<file path="src/rtl/apb_fifo_pkg.sv">
// apb_fifo_pkg
// Shared definitions for the APB FIFO master sequencer: the FSM state
// encoding, word-width helpers for the command/response FIFO words, and
// the positions of the single-bit fields inside those words.
//
// Command word (CMD_W = AW+DW+1):  {write, addr[AW-1:0], wdata[DW-1:0]}
// Response word (RSP_W = DW+2):    {timeout, slverr, data[DW-1:0]}
package apb_fifo_pkg;

  typedef enum logic [1:0] {
    IDLE   = 2'd0,
    SETUP  = 2'd1,
    ACCESS = 2'd2,
    DONE   = 2'd3
  } state_t;

  // Wait-state counter width; the timeout compare uses TIMEOUT[7:0].
  localparam int CNT_W = 8;

  // Single-bit response fields sit directly above the data field.
  localparam int RSP_SLVERR_OFS  = 0;
  localparam int RSP_TIMEOUT_OFS = 1;

  function automatic int cmd_w(input int aw, input int dw);
    return aw + dw + 1;
  endfunction

  function automatic int rsp_w(input int dw);
    return dw + 2;
  endfunction

  function automatic int cmd_write_bit(input int aw, input int dw);
    return aw + dw;
  endfunction

  function automatic int rsp_slverr_bit(input int dw);
    return dw + RSP_SLVERR_OFS;
  endfunction

  function automatic int rsp_timeout_bit(input int dw);
    return dw + RSP_TIMEOUT_OFS;
  endfunction

endpackage

</file>
<file path="src/rtl/apb_fifo_master.sv">
// apb_fifo_master
// APB3 master that pops one command at a time from a show-ahead command
// FIFO, runs it as a single APB transfer, and pushes one response word
// into the response FIFO. Slave wait states are bounded by TIMEOUT.
//
// Ports
//   clk, reset        clock and synchronous active-high reset
//   enable            gate for starting new transfers (sampled in IDLE only)
//   cmd_empty         command FIFO empty flag
//   cmd_rdata         command FIFO head word {write, addr, wdata}
//   cmd_read          command FIFO pop (one cycle, combinational)
//   rsp_full          response FIFO full flag (checked in IDLE only)
//   rsp_write         response FIFO push (DONE state)
//   rsp_wdata         response word {timeout, slverr, data}
//   psel, penable,
//   pwrite, paddr,
//   pwdata            APB master outputs
//   prdata, pready,
//   pslverr           APB slave inputs
//   busy              high whenever the FSM is not IDLE
//
// state  | meaning
// -------+-------------------------------------------------------------
// IDLE   | waiting for enable, a queued command and response room
// SETUP  | APB setup phase (psel=1, penable=0), wait counter cleared
// ACCESS | APB access phase, waiting for pready or the timeout
// DONE   | push the captured response, bus released
module apb_fifo_master
  import apb_fifo_pkg::*;
#(
  parameter int AW      = 16,
  parameter int DW      = 32,
  parameter int TIMEOUT = 16
) (
  input  logic                    clk,
  input  logic                    reset,
  input  logic                    enable,
  input  logic                    cmd_empty,
  input  logic [cmd_w(AW,DW)-1:0] cmd_rdata,
  output logic                    cmd_read,
  input  logic                    rsp_full,
  output logic                    rsp_write,
  output logic [rsp_w(DW)-1:0]    rsp_wdata,
  output logic                    psel,
  output logic                    penable,
  output logic                    pwrite,
  output logic [AW-1:0]           paddr,
  output logic [DW-1:0]           pwdata,
  input  logic [DW-1:0]           prdata,
  input  logic                    pready,
  input  logic                    pslverr,
  output logic                    busy
);

  localparam int RSP_W   = rsp_w(DW);
  localparam int WR_BIT  = cmd_write_bit(AW, DW);
  localparam int ERR_BIT = rsp_slverr_bit(DW);
  localparam int TO_BIT  = rsp_timeout_bit(DW);

  localparam logic [CNT_W-1:0] TIMEOUT_LIM = CNT_W'(TIMEOUT);
  localparam logic             TIMEOUT_EN  = (TIMEOUT != 0);

  state_t           state;
  state_t           state_next;
  logic [CNT_W-1:0] wait_cnt;
  logic [CNT_W-1:0] wait_cnt_inc;
  logic             start;
  logic             ready_hit;
  logic             timeout_hit;
  logic [RSP_W-1:0] rsp_done;
  logic [RSP_W-1:0] rsp_timeout;

  // Reset also blocks the pop so a command is never taken from the FIFO
  // in a cycle whose edge will discard it.
  assign start = (state == IDLE) & enable & ~cmd_empty & ~rsp_full & ~reset;

  // Saturating increment so TIMEOUT=0 (disabled) cannot wrap the counter.
  assign wait_cnt_inc = (wait_cnt == {CNT_W{1'b1}}) ? wait_cnt : wait_cnt + 1'b1;

  // pready has priority: a ready in the cycle the limit is reached completes
  // the transfer normally.
  assign ready_hit   = (state == ACCESS) & pready;
  assign timeout_hit = (state == ACCESS) & ~pready & TIMEOUT_EN
                       & (wait_cnt_inc == TIMEOUT_LIM);

  always_comb begin
    rsp_done                 = '0;
    rsp_done[ERR_BIT]        = pslverr;
    rsp_done[DW-1:0]         = pwrite ? '0 : prdata;
  end

  always_comb begin
    rsp_timeout              = '0;
    rsp_timeout[TO_BIT]      = 1'b1;
  end

  // State register.
  always_ff @(posedge clk) begin
    if (reset) begin
      state <= IDLE;
    end else begin
      state <= state_next;
    end
  end

  // Next-state logic.
  always_comb begin
    state_next = state;
    case (state)
      IDLE:    if (start) state_next = SETUP;
      SETUP:   state_next = ACCESS;
      ACCESS:  if (ready_hit || timeout_hit) state_next = DONE;
      DONE:    state_next = IDLE;
      default: state_next = IDLE;
    endcase
  end

  // Outputs decoded from state.
  always_comb begin
    cmd_read  = start;
    psel      = (state == SETUP) || (state == ACCESS);
    penable   = (state == ACCESS);
    rsp_write = (state == DONE);
    busy      = (state != IDLE);
  end

  // Transfer registers, wait counter and response capture.
  always_ff @(posedge clk) begin
    if (reset) begin
      pwrite    <= 1'b0;
      paddr     <= '0;
      pwdata    <= '0;
      rsp_wdata <= '0;
      wait_cnt  <= '0;
    end else begin
      if (start) begin
        pwrite <= cmd_rdata[WR_BIT];
        paddr  <= cmd_rdata[WR_BIT-1:DW];
        pwdata <= cmd_rdata[DW-1:0];
      end

      if (state == SETUP) begin
        wait_cnt <= '0;
      end else if ((state == ACCESS) && !pready) begin
        wait_cnt <= wait_cnt_inc;
      end

      if (ready_hit) begin
        rsp_wdata <= rsp_done;
      end else if (timeout_hit) begin
        rsp_wdata <= rsp_timeout;
      end
    end
  end

endmodule

</file>
<file path="config.mk">
export PLATFORM = sky130hd
export DESIGN_NAME = apb_fifo_master
export DESIGN_NICKNAME = d
export VERILOG_FILES = /design/src/rtl/apb_fifo_pkg.sv /design/src/rtl/apb_fifo_master.sv
export SDC_FILE = /design/constraint.sdc
export NUM_CORES = 1
export LEC_CHECK = 0
export CORE_MARGIN = 3
export CORE_UTILIZATION = 40
export DETAILED_ROUTE_END_ITERATION = 8
export GPL_ROUTABILITY_DRIVEN = 0
export PLACE_DENSITY = 0.9
export SYNTH_ARGS = -nofsm -noshare
export SYNTH_HDL_FRONTEND = slang
export SYNTH_SLANG_ARGS = --single-unit
export TNS_END_PERCENT = 5
</file>
<file path="constraint.sdc">
create_clock -name clk -period 3.9 [get_ports clk]
set_input_delay 0.39 -clock clk [delete_from_list [all_inputs] [get_ports clk]]
set_output_delay 0.39 -clock clk [all_outputs]
set_load 0.05 [all_outputs]
</file>
# After elaboration in Yosys (flattened, before gate mapping)
# Index checks and enable logic that the tools add are counted.
[op_classes]
n_reduce_logical = 10
add_sub_neg = 1
bitwise_logic = 11
n_eq_ne = 7
n_mux = 7
[ops]
columns = ["cell", "n"]
rows = [
  ["2-to-1 mux 33 bit", 2],
  ["2-to-1 mux 32 bit", 1],
  ["adder 8 x 1 -> 8 bit (second input constant)", 1],
  ["== test 8 x 5 -> 1 bit (second input constant)", 1],
  ["== test 8 bit (second input constant)", 1],
  ["2-to-1 mux 8 bit", 1],
  ["one-hot mux 2 bit (4 select lines)", 1],
  ["bitwise AND 1 bit", 7],
  ["== test 2 bit (second input constant)", 2],
  ["2-to-1 mux 2 bit", 2],
  ["NOT 1 bit", 4],
  ["nonzero test 2 bit", 2],
  ["OR reduction 2 bit", 2],
  ["== test 2 x 1 -> 1 bit (second input constant)", 1],
  ["zero test 2 bit", 1],
  ["logical OR 1 bit", 2],
  ["!= test 2 x 1 -> 1 bit (second input constant)", 1],
  ["!= test 2 bit (second input constant)", 1],
  ["AND reduction 2 bit", 1],
  ["logical AND 1 bit", 1],
  ["zero test 1 bit", 1],
]
[word_totals]
out_inout_bits = 88
ff_bits = 93
in_bits = 88
wordCells = 43

# Depth between registers and ports, before layout
# Gate-level depths: netlist of the first run.
[logic_depth]
word_depth = 7
mapped_depth = 8
depth_no_buf = 7

# Worst setup path after synthesis of the first run
# Ideal clock, no wire load.
[synth_path]
path_type = "register to register"
from = "register state[0]"
to = "register rsp_wdata[10]"
stages_incl_launch_ff = 9
path_buffers = 1
synth_period_minus_slack_ns = 2.130
slack_ns = 1.770
arrival_time_ns = 2.013
setup_time_ns = 0.117
t_required_ns = 3.783
path_cell_list = "dfxtp_1 > inv_1 > ha_1 > nand2b_1 > nor3_1 > o21a_4 > a31oi_4 > buf_6 > a22o_1"
[synth_via]
elab_chain_cells = 4
word_cells_on_any_way = 6
classes_between = "eq/ne (1); mux (1); bitwise (3); reduce/logical (1)"
[synth_lines]
columns = ["item", "line_no", "text"]
rows = [
  ["start, declared", "apb_fifo_master.sv:63", "state_t state;"],
  ["start signal, assigned", "apb_fifo_master.sv:102", "state <= state_next;"],
  ["== test 2 bit (*)", "n/a", ""],
  ["net penable", "apb_fifo_master.sv:45", "output logic penable,"],
  ["bitwise AND 1 bit", "apb_fifo_master.sv:83", "assign timeout_hit = (state == ACCESS) & ~pready & TIMEOUT_EN"],
  ["bitwise AND 1 bit", "apb_fifo_master.sv:84", "& (wait_cnt_inc == TIMEOUT_LIM);"],
  ["nonzero test 2 bit (no line)", "n/a", ""],
  ["end signal, assigned", "apb_fifo_master.sv:149", "rsp_wdata <= rsp_done;"],
  ["end signal, assigned", "apb_fifo_master.sv:151", "rsp_wdata <= rsp_timeout;"],
  ["end, declared", "apb_fifo_master.sv:43", "output logic [rsp_w(DW)-1:0] rsp_wdata,"],
]
# The timed path passes the listed nets; every way through them passes the cells marked *.
# A chain may end at the register's enable or synchronous reset.

# Worst setup path after layout of the first run
[layout_path]
from = "input port reset"
to = "output port cmd_read"
[layout_via]
elab_chain_cells = 2
[layout_lines]
columns = ["item", "line_no", "text"]
rows = [
  ["start, declared", "apb_fifo_master.sv:36", "input logic reset,"],
  ["NOT 1 bit", "apb_fifo_master.sv:75", "assign start = (state == IDLE) & enable & ~cmd_empty & ~rsp_full & ~reset;"],
  ["bitwise AND 1 bit", "apb_fifo_master.sv:75", ""],
  ["end, declared", "apb_fifo_master.sv:40", "output logic cmd_read,"],
]
# No other way between the ends.

==> results of run 1 <==
[area by class of cell]
cell class                 count  area [um^2]
fill                         658         2780
sequential                    93         1860
timing repair buffer         179         1790
multi-input combinational    255         1460
tap                          105          131
clock buffer                  10          128
clock inverter                 6          116
inverter                       8         30.0
[cell families after synthesis]
group	Yosys count
fa+ha+maj	6
simple gates	187
mux	2
flops	93
buf+inv	31
xor+xnor	1
compound gates	59
[power groups by stage]
stage | clock network (mW) | logic (mW) | registers [mW]
2_1_floorplan | 0 | 0.252 | 1.26
6_report | 0.776 | 0.719 | 1.06
3_3_place_gp | 0 | 0.701 | 1.07
5_1_grt | 0.823 | 0.755 | 1.06
4_1_cts | 0.792 | 0.720 | 1.06
3_5_place_dp | 0 | 0.716 | 1.08
[through the flow]
stage / hold slack (ps) / power, mW
2_1_floorplan: 489 / 1.51
3_3_place_gp: 441 / 1.77
3_5_place_dp: 447 / 1.79
4_1_cts: 459 / 2.57
5_1_grt: 482 / 2.64
6_report: 455 / 2.55
[worst min path at each step]
stage | endpoint | start | slack, ps | depth (start not counted)
finish | pwdata[27] | pwdata[27] | 460 | 2
global placement | pwdata[31] | pwdata[31] | 440 | 2
CTS | pwdata[27] | pwdata[27] | 460 | 2
floorplan | paddr[0] | cmd_rdata[32] | 490 | 2
detailed placement | pwdata[27] | pwdata[27] | 450 | 2
global route | paddr[13] | paddr[13] | 480 | 2
[registers in the layout (all words and copies together), names as in the netlist]
register,count
paddr,16
pwdata,32
pwrite,1
rsp_wdata,34
state,2
wait_cnt,8
[routing by layer]
layer / global-route usage (%) / wire length (um)
met5: 0 / 0
met4: 9.45 / 342
met2: 33.7 / 4790
met3: 6.86 / 893
met1: 23.5 / 4010
[worst min-delay path, delay by kind of cell, from the launching register on]
family	cells	cell delay, ps
DFF	1	320
and+or+nand+nor	2	100
[cell usage in the layout (no fill, tap or decap), types with 2 or more instances in the layout]
cell type,n
nand4_1,2
buf_4,4
a211oi_1,2
a21oi_1,4
clkdlybuf4s50_1,174
nor2_1,6
a22o_2,2
inv_6,2
bufinv_16,3
o211a_1,2
clkbuf_8,9
nor3_1,2
mux2i_1,2
and2_1,2
a22o_1,30
nor2b_1,2
a31oi_1,4
ha_1,6
nand3_1,52
nand2_1,103
and3_1,3
inv_1,6
nand2b_1,2
o21ai_0,7
dfxtp_1,93
==> impl_results.md, run 1 <==
- Status: finished, final reports clean
- Final critical-path required period: 2800 ps
- Share of cells above drive strength 1: 6.17%
- Worst r2r src: state[0]
- H-tree depth: 3
- DIE HEIGHT: about 100 um
- Clock share of power: a little under a third
- Worst path required time: between 3000 and 4000 ps
- Area grow syn2layout: 59.5%
- Flop pwr share: 41.4%
- XOR/XNOR Fraction of Synth Area: 0.253%
- Post-Syn Nets: roughly 470
- Most area-hungry cell type in the Yosys netlist: dfxtp_1
- Crit path max-delay family: buffers and inverters
- Detailed Route WL: 10,000 um
- Setup_tns: 0 ps
- Worst setup path start: reset
- Post-synth EDFFs: 0
- Critical path arrival: around 2400 ps
- Ys async rst share: 0%
- Syn Std Cell Area: about 3500 um^2
- VDD IR max: 285 uV
- Synth Area in Compound Gates: 14.1%
- Kind of critical path: input port to output port
- Crit path max fanout: 52
- # rows: 33
- Combinational share of power: between 20% and 30%
- Largest net degree at the start of global routing: 53
- Max_cap viols: 0
- Crit-path slowest cell: clkdlybuf4s50_1
- Num CTS Buffers: 9
- Number of cells on the critical path: 6
- Clock latency on the worst-skew pair: around 360 ps
- Post-DP HPWL: between 7000 and 8000 um
- Sw power: 0.830 mW
- RSZ-0062 raised after global routing: false
- Final core occ: between 60% and 70%
- Fmax: about 0.36 GHz
- Worst reg2reg path depth: 7
- Max Buffers Root-to-Sink: 2
- Syn_area_per_cell: just over 9 um^2
- # diodes: 0
- Num Clock Sinks: 93
- Period utilization: between 70% and 80%
- Vias in the first global route: ~3.4k
- IO Port Bufs: ~180
- Cell-internal power: approximately 1.7 mW
- Remaining antenna violation count: 0
- Lkg Pwr: approximately 2.3 nW
- PnR worst setup slack: between 1000 and 1500 ps
- Fin nets: 640
- Postcts setup bufs: 0
- Hold WC Path Type: flip-flop to flip-flop
- Slew @ Worst Pin: 839 ps
- Top cells by count, synth: 104 x nand2_1, 93 x dfxtp_1, 52 x nand3_1
- Skew final: 11.0 ps
- Pwr dens: 462 nW/um^2
- Buf/Inv on CP: 4
- # IOs: 176
- Via/cell ratio: around 5.2
- Adder-cell share of the synthesized area: ~2.2%
- Final Setup Violations: 0
- Placed Area: approximately 5300 um^2
- Simple-gate area share of the yosys netlist: around a quarter
- Initial antenna violation count: 0
- Core area: a little over 8000 um^2
- Residual DRC: 0
- Die area: approximately 9800 um^2
- Worst slack, placed: 1120 ps
- Fin cells: between 600 and 700
- Endpoints failing hold: 0
- Final instance area: about 5500 um^2
- Reg clk slew, reported paths: roughly 100 ps
- Grt total ovfl: 0
- R2r endpoint: rsp_wdata[18]
- Count of cell types in the netlist: between 40 and 50
- Initial drt markers: roughly 120
- Vias post-DR: between 3k and 4k
- Seq/Total Area, Yosys: between 50% and 60%
- Number of synthesized register bits: 93
- First-pass GRT wire length: between 15,000 and 20,000 um
- CTS tree: built
- Slew Viols, Final: 0
- Area contributors post-synth: dfxtp_1 54%, nand2_1 11%, a22o_1 7.6%
- Drt wl/cell: 15.3 um
- Reg2reg setup slack: around 1600 ps
- Post-synth top flop: dfxtp_1
- Multiplexer area fraction after synthesis: 0.579%
- CTS Hold Bufs: 0
- Initial Util: 41.7%
- Critical Path End: cmd_read
- DR pass1 iterations: 4
- Crit start category: input port
- Dpl cells: 640
- Post-cts sizing count: 0
- Worst rel slew slack: ~44%
- Root Driver: clkbuf_8
- Worst path cell trace: clkdlybuf4s50_1 -> nor4b_2 -> nand2_2 -> buf_4 -> inv_2 -> buf_12
- GRT Total Usage: between 20% and 30%
- Crit end category: output port
- Largest family of logic cells by synthesized area: simple AND/OR/NAND/NOR gates
- Gate Count Post-Synth: 379
- Most common cell in the netlist: nand2_1
- Die Width: between 90 and 100 um
- Max incr delay on CP: between 500 and 600 ps
- Ys Warns: 0
- Top-area cell type share of the netlist area: a little over half
- Sw Share: ~33%
Power figures use the tool's default switching activity.
==> inputs of run 2 (changes only) <==
==> constraint.sdc (replaced) <==
create_clock -name clk -period 2.6 [get_ports clk]
set_input_delay 0.26 -clock clk [delete_from_list [all_inputs] [get_ports clk]]
set_output_delay 0.26 -clock clk [all_outputs]
set_load 0.05 [all_outputs]
==> run 2 against run 1 <==
  * Clock power grew 16%
  * Die area stayed put
  * Final cell count up 0.46%
  * Via count shrank 2.5%
  * Sequential power increased by 49%
  * First-iteration DRC count fell by 42%
  * Critical path depth is 2 lower
  * Worst hold slack lost 24 ps
  * Routed wire length increased by 0.98%
  * Count of clock-buffer cells in the layout fell by 1
  * Worst setup slack got worse by 860 ps
  * Clock skew rose by 0.60 ps
  * Highest routed layer unchanged
==> impl_results.md, run 2 (synthesized netlist as in run 1, its figures left out) <==
- Status: finished, final reports clean
- Residual DRC: 0
- Core area: just over 8000 um^2
- Initial Util: about two fifths
- Post-DP HPWL: 7510 um
- CTS tree: built
- Remaining antenna violation count: 0
- # rows: 33
- VDD IR max: roughly 420 uV
- Num CTS Buffers: 9
- RSZ-0062 raised after global routing: false
- Max Buffers Root-to-Sink: 2
- Post-cts sizing count: 0
- Drt wl/cell: approximately 15 um
- Num Clock Sinks: 93
- CTS Hold Bufs: 0
- Max reg flops: 34
- Vias in the first global route: between 3k and 4k
- Critical path arrival: between 2000 and 2500 ps
- Detailed Route WL: ~10,000 um
- Skew final: about 12 ps
- Setup_tns: 0 ps
- Root Driver: clkbuf_8
- DIE HEIGHT: a little under 100 um
- Area grow syn2layout: 58.3%
- Final critical-path required period: ~2400 ps
- Largest net degree at the start of global routing: 52
- Slew @ Worst Pin: ~560 ps
- Worst slack, placed: 441 ps
- Die area: roughly 9800 um^2
- IO Port Bufs: between 150 and 200
- Fmax: between 0.4 and 0.5 GHz
- Worst rel slew slack: 62.8%
- Pwr dens: 650 nW/um^2
- Max_cap viols: 0
- Crit path max fanout: 4
- Hold WC Path Type: input port to flip-flop
- Clock latency on the worst-skew pair: between 300 and 400 ps
- GRT Total Usage: between 20% and 30%
- Worst path required time: roughly 2300 ps
- Final Setup Violations: 0
- Most common cell after layout, fill and taps aside: clkdlybuf4s50_1
- DR pass1 iterations: 4
- PnR worst setup slack: 246 ps
- # IOs: 176
- Biggest regs: rsp_wdata: 34 flops, pwdata: 32 flops, paddr: 16 flops
- Crit end category: output port
- Kind of critical path: flip-flop to output port
- Vias post-DR: 3,340
- Total Power: roughly 3.6 mW
- H-tree depth: 3
- Top reg by flops: rsp_wdata
- Initial antenna violation count: 0
- Initial drt markers: 67
- Endpoints failing hold: 0
- Via/cell ratio: just over 5
- Reg clk slew, reported paths: around 100 ps
- # diodes: 0
- Die Width: between 90 and 100 um
- Crit start category: flip-flop
- Share of cells above drive strength 1: 6.86%
- Postcts setup bufs: 0
- Lkg Pwr: ~2.3 nW
- Fin nets: around 640
- Slew Viols, Final: 0
- Commonest cells after routing, fill and taps aside: 174 x clkdlybuf4s50_1, 103 x nand2_1, 93 x dfxtp_1
- Period utilization: roughly nine tenths
- Grt total ovfl: 0
- First-pass GRT wire length: roughly 16,000 um
-- run 2: worst paths after layout --
kind | from | to | slack, ps | cells past startpoint
max | state[1] | busy | 250 | 4
min | cmd_rdata[19] | pwdata[19] | 430 | 3
max reg2reg | state[0] | rsp_wdata[1] | 450 | 8
min reg2reg | pwdata[31] | pwdata[31] | 460 | 2
-- run 2: through the flow --
step	cell area (um^2)	cells	hold WS, ps	util (%)
CTS	5480	659	410	66.0
global route	5480	659	410	66.0
finish	5480	659	432	66.0
floorplan	3460	379	359	-
global placement	5300	643	440	63.8
detailed placement	5300	643	445	63.8
-- run 2: report_power, final --
group	leakage, nW	internal, mW	switching (mW)
combinational	1.44	0.415	0.663
clock	0.0857	0.362	0.538
sequential	0.753	1.52	0.0606
total	2.28	2.30	1.26
-- run 2: worst max-delay path, stage by stage, from the launching register on --
cell and delay [ps]:
dfxtp_1 410, inv_1 110, ha_1 240, inv_1 140
clkdlybuf4s50_1 830
-- run 2: final cells by class --
type / count / area [um^2]
fillers: 663 / 2820
flip-flops and latches: 93 / 1860
repair buffers: 182 / 1810
multi-input cells: 255 / 1460
well taps: 105 / 131
clock buffers: 9 / 124
clock inverters: 7 / 58.8
inverters: 8 / 30.0
-- run 2: metal layers --
layer	global-route usage, %	wire, um	vias up	share of wire [%]
li1	-	-	1645	-
met1	23.5	4050	1539	40
met2	34.7	5030	140	50
met3	6.86	849	16	8.4
met4	7.14	201	0	2.0
met5	0	0	-	0
